File: src/rtl/pwm_seq_pkg.sv
// pwm_seq_pkg
//   Shared types and sizing helpers for the PWM line sequencer.
//   - seq_state_t : play-side FSM states.
//   - idx_w()     : bit width needed to index 0..n-1 (never below 1).
//   - LINE_CNT_W  : width of the completed-line counter.
package pwm_seq_pkg;

  typedef enum logic [2:0] {
    IDLE      = 3'd0,
    SEND      = 3'd1,
    WAIT_BUSY = 3'd2,
    WAIT_DONE = 3'd3,
    GAP       = 3'd4
  } seq_state_t;

  localparam int unsigned LINE_CNT_W = 16;

  // Width of a counter/pointer that must hold values 0..n-1.
  function automatic int unsigned idx_w(input int unsigned n);
    return (n <= 2) ? 1 : $clog2(n);
  endfunction

  // Larger of two sizes, used to share one timer between two waits.
  function automatic int unsigned max_u(input int unsigned a, input int unsigned b);
    return (a > b) ? a : b;
  endfunction

endpackage

File: src/rtl/pwm_line_buffer.sv
// pwm_line_buffer
//   Ping-pong pair of line banks between the upstream byte stream and the
//   play-side FSM.  The fill side runs on its own: it writes accepted bytes
//   at fill_ptr, marks a bank full on its last byte and swaps to the other
//   bank.  Each bank also keeps a flag telling whether the whole line was 0.
//
// Ports
//   clkfordata    in   clock
//   rst           in   synchronous active-high reset
//   in_valid      in   upstream byte valid
//   in_ready      out  bank being filled has room (low during rst)
//   in_data       in   duty value, stage order 0..STAGE-1
//   play_sel      in   bank the FSM is playing
//   rd_ptr        in   byte index read from the play bank
//   release_bank  in   one-cycle pulse: mark the play bank empty
//   rd_data       out  play_bank[rd_ptr] (combinational read)
//   play_full     out  play bank holds a complete line
//   play_zero     out  play bank line is all zeros
//
// Handshake: a byte transfers on a rising edge where in_valid && in_ready.
// in_valid may be held high; in_ready depends only on registered full
// flags and rst, never on in_valid.
module pwm_line_buffer
  import pwm_seq_pkg::*;
#(
  parameter int STAGE  = 8,
  parameter int DWIDTH = 8,
  localparam int unsigned PTR_W = idx_w(STAGE)
) (
  input  logic              clkfordata,
  input  logic              rst,
  input  logic              in_valid,
  output logic              in_ready,
  input  logic [DWIDTH-1:0] in_data,
  input  logic              play_sel,
  input  logic [PTR_W-1:0]  rd_ptr,
  input  logic              release_bank,
  output logic [DWIDTH-1:0] rd_data,
  output logic              play_full,
  output logic              play_zero
);

  logic [DWIDTH-1:0] mem [2][STAGE];
  logic              fill_sel;
  logic [PTR_W-1:0]  fill_ptr;
  logic [1:0]        full;
  logic [1:0]        zero;
  logic              zero_acc;   // all bytes so far in the current fill were 0
  logic              accept;
  logic              last_byte;
  logic              line_zero;  // zero flag including the byte being accepted

  assign in_ready  = !rst && !full[fill_sel];
  assign accept    = in_valid && in_ready;
  assign last_byte = (fill_ptr == PTR_W'(STAGE - 1));
  assign line_zero = (in_data == '0) && ((fill_ptr == '0) || zero_acc);

  // Storage carries no reset: a bank is only read after a full fill.
  always_ff @(posedge clkfordata) begin
    if (accept) begin
      mem[fill_sel][fill_ptr] <= in_data;
    end
  end

  always_ff @(posedge clkfordata) begin
    if (rst) begin
      fill_sel <= 1'b0;
      fill_ptr <= '0;
      zero_acc <= 1'b0;
      full     <= '0;
      zero     <= '0;
    end else begin
      if (accept) begin
        zero_acc <= line_zero;
        if (last_byte) begin
          fill_ptr <= '0;
          fill_sel <= ~fill_sel;
        end else begin
          fill_ptr <= fill_ptr + PTR_W'(1);
        end
      end
      // Release and completion never hit the same bank in one cycle: a bank
      // being filled is not full, and a full bank blocks acceptance, so
      // both events can be applied independently per bank.
      for (int b = 0; b < 2; b++) begin
        if (release_bank && (play_sel == 1'(b))) begin
          full[b] <= 1'b0;
        end else if (accept && last_byte && (fill_sel == 1'(b))) begin
          full[b] <= 1'b1;
          zero[b] <= line_zero;
        end
      end
    end
  end

  assign rd_data   = mem[play_sel][rd_ptr];
  assign play_full = full[play_sel];
  assign play_zero = zero[play_sel];

endmodule

File: src/rtl/pwm_line_sequencer.sv
// pwm_line_sequencer
//   Buffers upstream duty bytes into lines of STAGE values and plays each
//   complete line into the PWM load port: one start pulse with byte 0, then
//   bytes 1..STAGE-1 on consecutive cycles.  It then waits for the PWM to
//   report busy and idle again, holds a blanking gap, releases the bank and
//   moves on to the other bank.
//
// Ports
//   clkfordata   in   sole clock
//   rst          in   synchronous active-high reset
//   enable       in   gates the start of a new line only
//   in_valid     in   upstream byte valid
//   in_ready     out  upstream byte accepted when in_valid && in_ready
//   in_data      in   duty value
//   pwm_start    out  start strobe to the PWM (registered)
//   pwm_data     out  duty value to the PWM (registered)
//   pwm_busy     in   OR of PWM outputs, already in this clock domain
//   line_done    out  one-cycle pulse per completed line
//   line_cnt     out  completed lines, wraps
//   err_timeout  out  sticky: a non-zero line never raised pwm_busy
//   dbg_state    out  current FSM state
module pwm_line_sequencer
  import pwm_seq_pkg::*;
#(
  parameter int STAGE        = 8,
  parameter int DWIDTH       = 8,
  parameter int BUSY_TIMEOUT = 64,
  parameter int GAP_CYCLES   = 2
) (
  input  logic                  clkfordata,
  input  logic                  rst,
  input  logic                  enable,
  input  logic                  in_valid,
  output logic                  in_ready,
  input  logic [DWIDTH-1:0]     in_data,
  output logic                  pwm_start,
  output logic [DWIDTH-1:0]     pwm_data,
  input  logic                  pwm_busy,
  output logic                  line_done,
  output logic [LINE_CNT_W-1:0] line_cnt,
  output logic                  err_timeout,
  output seq_state_t            dbg_state
);

  localparam int unsigned PTR_W = idx_w(STAGE);
  localparam int unsigned TMR_W = idx_w(max_u(BUSY_TIMEOUT, GAP_CYCLES));

  seq_state_t            state, state_n;
  logic [PTR_W-1:0]      play_ptr, play_ptr_n;   // byte currently on pwm_data
  logic [TMR_W-1:0]      timer, timer_n;         // busy timeout, then gap count
  logic                  play_sel, play_sel_n;
  logic                  start_n;
  logic [DWIDTH-1:0]     data_n;
  logic                  done_n;
  logic [LINE_CNT_W-1:0] cnt_n;
  logic                  err_n;
  logic                  release_bank;
  logic [PTR_W-1:0]      rd_ptr;
  logic [DWIDTH-1:0]     rd_data;
  logic                  play_full;
  logic                  play_zero;

  pwm_line_buffer #(
    .STAGE  (STAGE),
    .DWIDTH (DWIDTH)
  ) u_buffer (
    .clkfordata   (clkfordata),
    .rst          (rst),
    .in_valid     (in_valid),
    .in_ready     (in_ready),
    .in_data      (in_data),
    .play_sel     (play_sel),
    .rd_ptr       (rd_ptr),
    .release_bank (release_bank),
    .rd_data      (rd_data),
    .play_full    (play_full),
    .play_zero    (play_zero)
  );

  // Outputs are registered, so the byte loaded at each edge is the one that
  // will be on pwm_data next: byte 0 when leaving IDLE, play_ptr+1 in SEND.
  assign rd_ptr = (state == SEND) ? PTR_W'(play_ptr + PTR_W'(1)) : '0;

  always_ff @(posedge clkfordata) begin
    if (rst) begin
      state       <= IDLE;
      play_ptr    <= '0;
      timer       <= '0;
      play_sel    <= 1'b0;
      pwm_start   <= 1'b0;
      pwm_data    <= '0;
      line_done   <= 1'b0;
      line_cnt    <= '0;
      err_timeout <= 1'b0;
    end else begin
      state       <= state_n;
      play_ptr    <= play_ptr_n;
      timer       <= timer_n;
      play_sel    <= play_sel_n;
      pwm_start   <= start_n;
      pwm_data    <= data_n;
      line_done   <= done_n;
      line_cnt    <= cnt_n;
      err_timeout <= err_n;
    end
  end

  always_comb begin
    state_n      = state;
    play_ptr_n   = play_ptr;
    timer_n      = timer;
    play_sel_n   = play_sel;
    start_n      = 1'b0;
    data_n       = '0;
    done_n       = 1'b0;
    cnt_n        = line_cnt;
    err_n        = err_timeout;
    release_bank = 1'b0;

    case (state)
      IDLE: begin
        if (enable && play_full) begin
          state_n    = SEND;
          play_ptr_n = '0;
          start_n    = 1'b1;
          data_n     = rd_data;
        end
      end

      SEND: begin
        if (play_ptr == PTR_W'(STAGE - 1)) begin
          state_n = WAIT_BUSY;
          timer_n = '0;
        end else begin
          play_ptr_n = play_ptr + PTR_W'(1);
          data_n     = rd_data;
        end
      end

      WAIT_BUSY: begin
        if (pwm_busy) begin
          state_n = WAIT_DONE;
        end else if (timer == TMR_W'(BUSY_TIMEOUT - 1)) begin
          state_n = GAP;
          timer_n = '0;
          // An all-zero line leaves every PWM output low, so no busy is
          // expected and the timeout is not an error.
          if (!play_zero) begin
            err_n = 1'b1;
          end
        end else begin
          timer_n = timer + TMR_W'(1);
        end
      end

      WAIT_DONE: begin
        if (!pwm_busy) begin
          state_n = GAP;
          timer_n = '0;
        end
      end

      GAP: begin
        if (timer == TMR_W'(GAP_CYCLES - 1)) begin
          state_n      = IDLE;
          release_bank = 1'b1;
          play_sel_n   = ~play_sel;
          done_n       = 1'b1;
          cnt_n        = line_cnt + LINE_CNT_W'(1);
        end else begin
          timer_n = timer + TMR_W'(1);
        end
      end

      default: begin
        state_n = IDLE;
      end
    endcase
  end

  assign dbg_state = state;

endmodule
File: config.mk
export PLATFORM = sky130hd
export DESIGN_NAME = pwm_line_sequencer
export DESIGN_NICKNAME = d
export VERILOG_FILES = /design/src/rtl/pwm_seq_pkg.sv /design/src/rtl/pwm_line_buffer.sv /design/src/rtl/pwm_line_sequencer.sv
export SDC_FILE = /design/constraint.sdc
export NUM_CORES = 1
export LEC_CHECK = 0
export ABC_AREA = 1
export CAP_MARGIN = 20
export CORE_MARGIN = 2
export CORE_UTILIZATION = 64
export DETAILED_ROUTE_END_ITERATION = 10
export PLACE_DENSITY = 0.92
export SYNTH_ARGS = -nofsm -noshare
export SYNTH_HDL_FRONTEND = slang
export SYNTH_SLANG_ARGS = --single-unit
File: constraint.sdc
create_clock -name clkfordata -period 3.4 [get_ports clkfordata]
set_input_delay 0.68 -clock clkfordata [delete_from_list [all_inputs] [get_ports clkfordata]]
set_output_delay 0.68 -clock clkfordata [all_outputs]
set_load 0.05 [all_outputs]
==> impl_metrics.py <==
metrics = {
    "sta": {
        "period_share_pct": 76.9,
        "tns_ns": 0,
        "fin_ws_ns": 0.785,
        "fin_crit_ns": 2.62,
        "relSlewSlack_pct": 51.7,
        "finalHoldViolations": 0,
        "setup-violations-final": 0,
        "tightest_slew_ns": 0.722,
        "fmax_mhz": 382,
        "rsz0062_at_grt": "false",
        "finalMaxSlewViolations": 0,
        "finClkSkew_ns": 0.00784,
    },
    "global_route": {
        "grt_first_pass_wirelength_mm": 29.3,
        "grt-ovfl-total": 0,
        "grt_antenna_before_repair": 0,
        "grt.total_usage_pct": 29.5,
        "first_global_vias": 5850,
        "grt_max_degree": 71,
    },
    "critical_path": {
        "cp.required_ns": 2.72,
        "start_kind": "register",
        "r2r-start": "u_buffer.fill_sel$_SDFFE_PP0N_",
        "max_stage_delay_ns": 0.89,
        "cp_max_fo": 9,
        "crit_type": "register to primary output",
        "cp-end-kind": "primary output",
        "reg2reg_depth": 6,
        "cp_top_family": "buffers and inverters",
        "cp_data_arrival_time_ns": 1.94,
        "crit_chain": "clkdlybuf4s50_1",
        "worst-path-buf-inv": 1,
        "r2r_slack_ns": 1.00,
        "critPathSlowestCell": "clkdlybuf4s50_1",
        "startpoint": "dbg_state[1]$_SDFFE_PP0P_",
        "r2r_end": "u_buffer.mem[1][31]$_DFFE_PP_",
    },
    "hold_path": {
        "hold_depth": 2,
        "whs_endpoint": "line_cnt[4]$_SDFFE_PP0P_",
        "hold_class": "register to register",
        "hp-start": "line_cnt[4]$_SDFFE_PP0P_",
    },
    "clock_tree": {
        "postCtsSetupRepairBufs": 0,
        "cts_tree": "done",
        "htreeDepth": 4,
        "numCtsBuffers": 17,
        "cts_buffer_depth": 2,
        "ctsHoldBuffers": 0,
        "clk_pin_slew_ns": 0.07,
        "clock-sinks": 178,
        "clk_latency_ns": 0.43,
        "post_cts_resized": 0,
        "cts-root-buf": "clkbuf_16",
    },
    "layout": {
        "diodes": 0,
        "syn_to_final_growth_pct": 14.9,
        "post-route-util_pct": 75.5,
        "fillers": 728,
        "fin_cells": 1080,
        "multiInputGateArea_um2": 2510,
        "layout-drive-gt1-share_pct": 7.35,
        "nets": 922,
        "ff_latch_area_um2": 4850,
    },
    "detailed_routing": {
        "drt_iter0_markers": 775,
        "wl_per_cell_um": 17.1,
        "vias_per_cell": 5.75,
        "firstDrtPassIters": 7,
        "vias": 6206,
        "post-route-drc-count": 0,
        "wl_mm": 18.4,
        "detail-route-antenna-nets": 0,
    },
    "floorplan": {
        "core_area_um2": 12100,
        "initial_core_util_pct": 65.8,
        "io_pins": 44,
        "fp.dieH_um": 115,
        "die-area_um2": 13300,
        "rows": 40,
        "die_x_um": 115,
    },
    "logic_synthesis": {
        "ys_seq_elements": 178,
        "synth_cell_types": 35,
        "yosysWarnings": 0,
        "syn_area_um2": 7930,
        "synth_cells": 853,
        "syn-num-nets": 876,
        "syn_area_per_cell_um2": 9.30,
        "synth_seq_area_share_pct": 61.1,
    },
    "power": {
        "vdd_ir_drop_max_mv": 0.331,
        "pwr-share-clk_pct": 34.7,
        "swShare_pct": 31.3,
        "net-switching-power_w": 0.00173,
        "power_frac_seq_pct": 44.4,
        "p_int_w": 0.00380,
        "total_power_w": 0.00553,
        "p_per_area_nw_per_um2": 607,
        "power.leakage_nw": 3.55,
        "combPwrFrac_pct": 20.9,
    },
    "place": {
        "numPortBuffers": 43,
        "placedCellCount": 1048,
        "hpwl_mm": 11.9,
        "routabilityCongestion": 0.895,
        "place_ws_ns": 0.548,
    },
    "outcome": {
        "status": "complete, no violations",
    },
    "flow_run": {
        "drv_cap": 0,
    },
}
==> power by group through the flow <==
stage	registers [W]	clock network [W]	logic, W
floorplan	0.00256	0	0.000775
global placement	0.00250	0	0.00108
detailed placement	0.00250	0	0.00112
CTS	0.00245	0.00192	0.00113
global route	0.00246	0.00202	0.00125
finish	0.00245	0.00192	0.00115
==> logic make-up (layout without fill, tap and decap cells) <==
logic type      count (synthesis)  after routing  synth area share, %
simple gates                  407            407                 21.8
xor+xnor                        4              4                0.442
compound gates                118            118                 7.76
fa+ha+maj                      10             10                 1.58
buf+inv                       136            195                 7.29
flops                         178            178                 61.1
==> area by class of cell <==
type / count / share of cell area [%]
repair buffers: 58 / 6.21
multi-input cells: 539 / 27.5
well taps: 168 / 2.31
clock buffers: 18 / 4.71
flip-flops and latches: 178 / 53.2
clock inverters: 14 / 1.69
inverters: 105 / 4.35
==> Yosys cell counts, drive strengths merged <==
cell / count / area (um2)
xnor2: 2 / 17.5
edfxtp: 128 / 3840
dfxtp: 50 / 1000
a21oi: 66 / 342
and2: 2 / 12.5
nand4: 9 / 56.3
nand3: 57 / 303
nor2: 118 / 479
nand2: 209 / 816
clkbuf: 12 / 45.0
nor3: 11 / 55.1
o21bai: 1 / 7.51
ha: 10 / 125
inv: 105 / 397
o211ai: 1 / 7.51
a211oi: 2 / 15.0
buf: 19 / 136
xor2: 2 / 17.5
nand3b: 1 / 11.3
o21ai: 48 / 244
==> registers in the layout, summed over array words and instances (netlist names), named ones only <==
name               count
dbg_state              3
err_timeout            1
line_cnt              16
line_done              1
play_ptr               3
play_sel               1
pwm_data               8
pwm_start              1
timer                  6
u_buffer.fill_ptr      3
u_buffer.fill_sel      1
u_buffer.full          2
u_buffer.mem         128
u_buffer.zero          2
u_buffer.zero_acc      1
==> routing by layer <==
layer / part of all wire (%) / up-vias / global-route usage, %
met4: 3.5 / 0 / 14.9
met5: 0 / - / 0
met1: 37 / 2810 / 37.3
li1: - / 2892 / -
met2: 49 / 423 / 48.4
met3: 10 / 81 / 6.33
==> worst max path at each step <==
stage,endpoint,slack (ns),cells past startpoint
detailed placement,u_buffer.mem[0][39]$_DFFE_PP_,0.55,6
CTS,dbg_state[1],0.78,1
finish,dbg_state[1],0.78,1
global route,u_buffer.mem[0][57]$_DFFE_PP_,0.72,6
floorplan,u_buffer.mem[1][0]$_DFFE_PP_,1.28,5
global placement,u_buffer.mem[0][37]$_DFFE_PP_,0.59,6
==> layout by cell type, fill, tap and decap left out, drive strengths merged <==
cell,Yosys,routed
a211oi,2,2
a21oi,66,66
and2,2,2
buf,19,16
bufinv,0,2
clkbuf,12,18
clkdlybuf4s50,0,42
clkinv,0,4
clkinvlp,0,5
dfxtp,50,50
edfxtp,128,128
ha,10,10
inv,105,108
nand2,209,209
nand3,57,57
nand3b,1,1
nand4,9,9
nor2,118,118
nor3,11,11
o211ai,1,1
o21ai,48,48
o21bai,1,1
xnor2,2,2
xor2,2,2
==> metrics by stage <==
stage | hold WS [ns] | area (um2)
floorplan | 0.445 | 7930
global placement | 0.447 | 8530
detailed placement | 0.460 | 8530
CTS | 0.472 | 9110
global route | 0.512 | 9110
finish | 0.477 | 9110
Note: power is estimated with default switching activity, not from simulation.
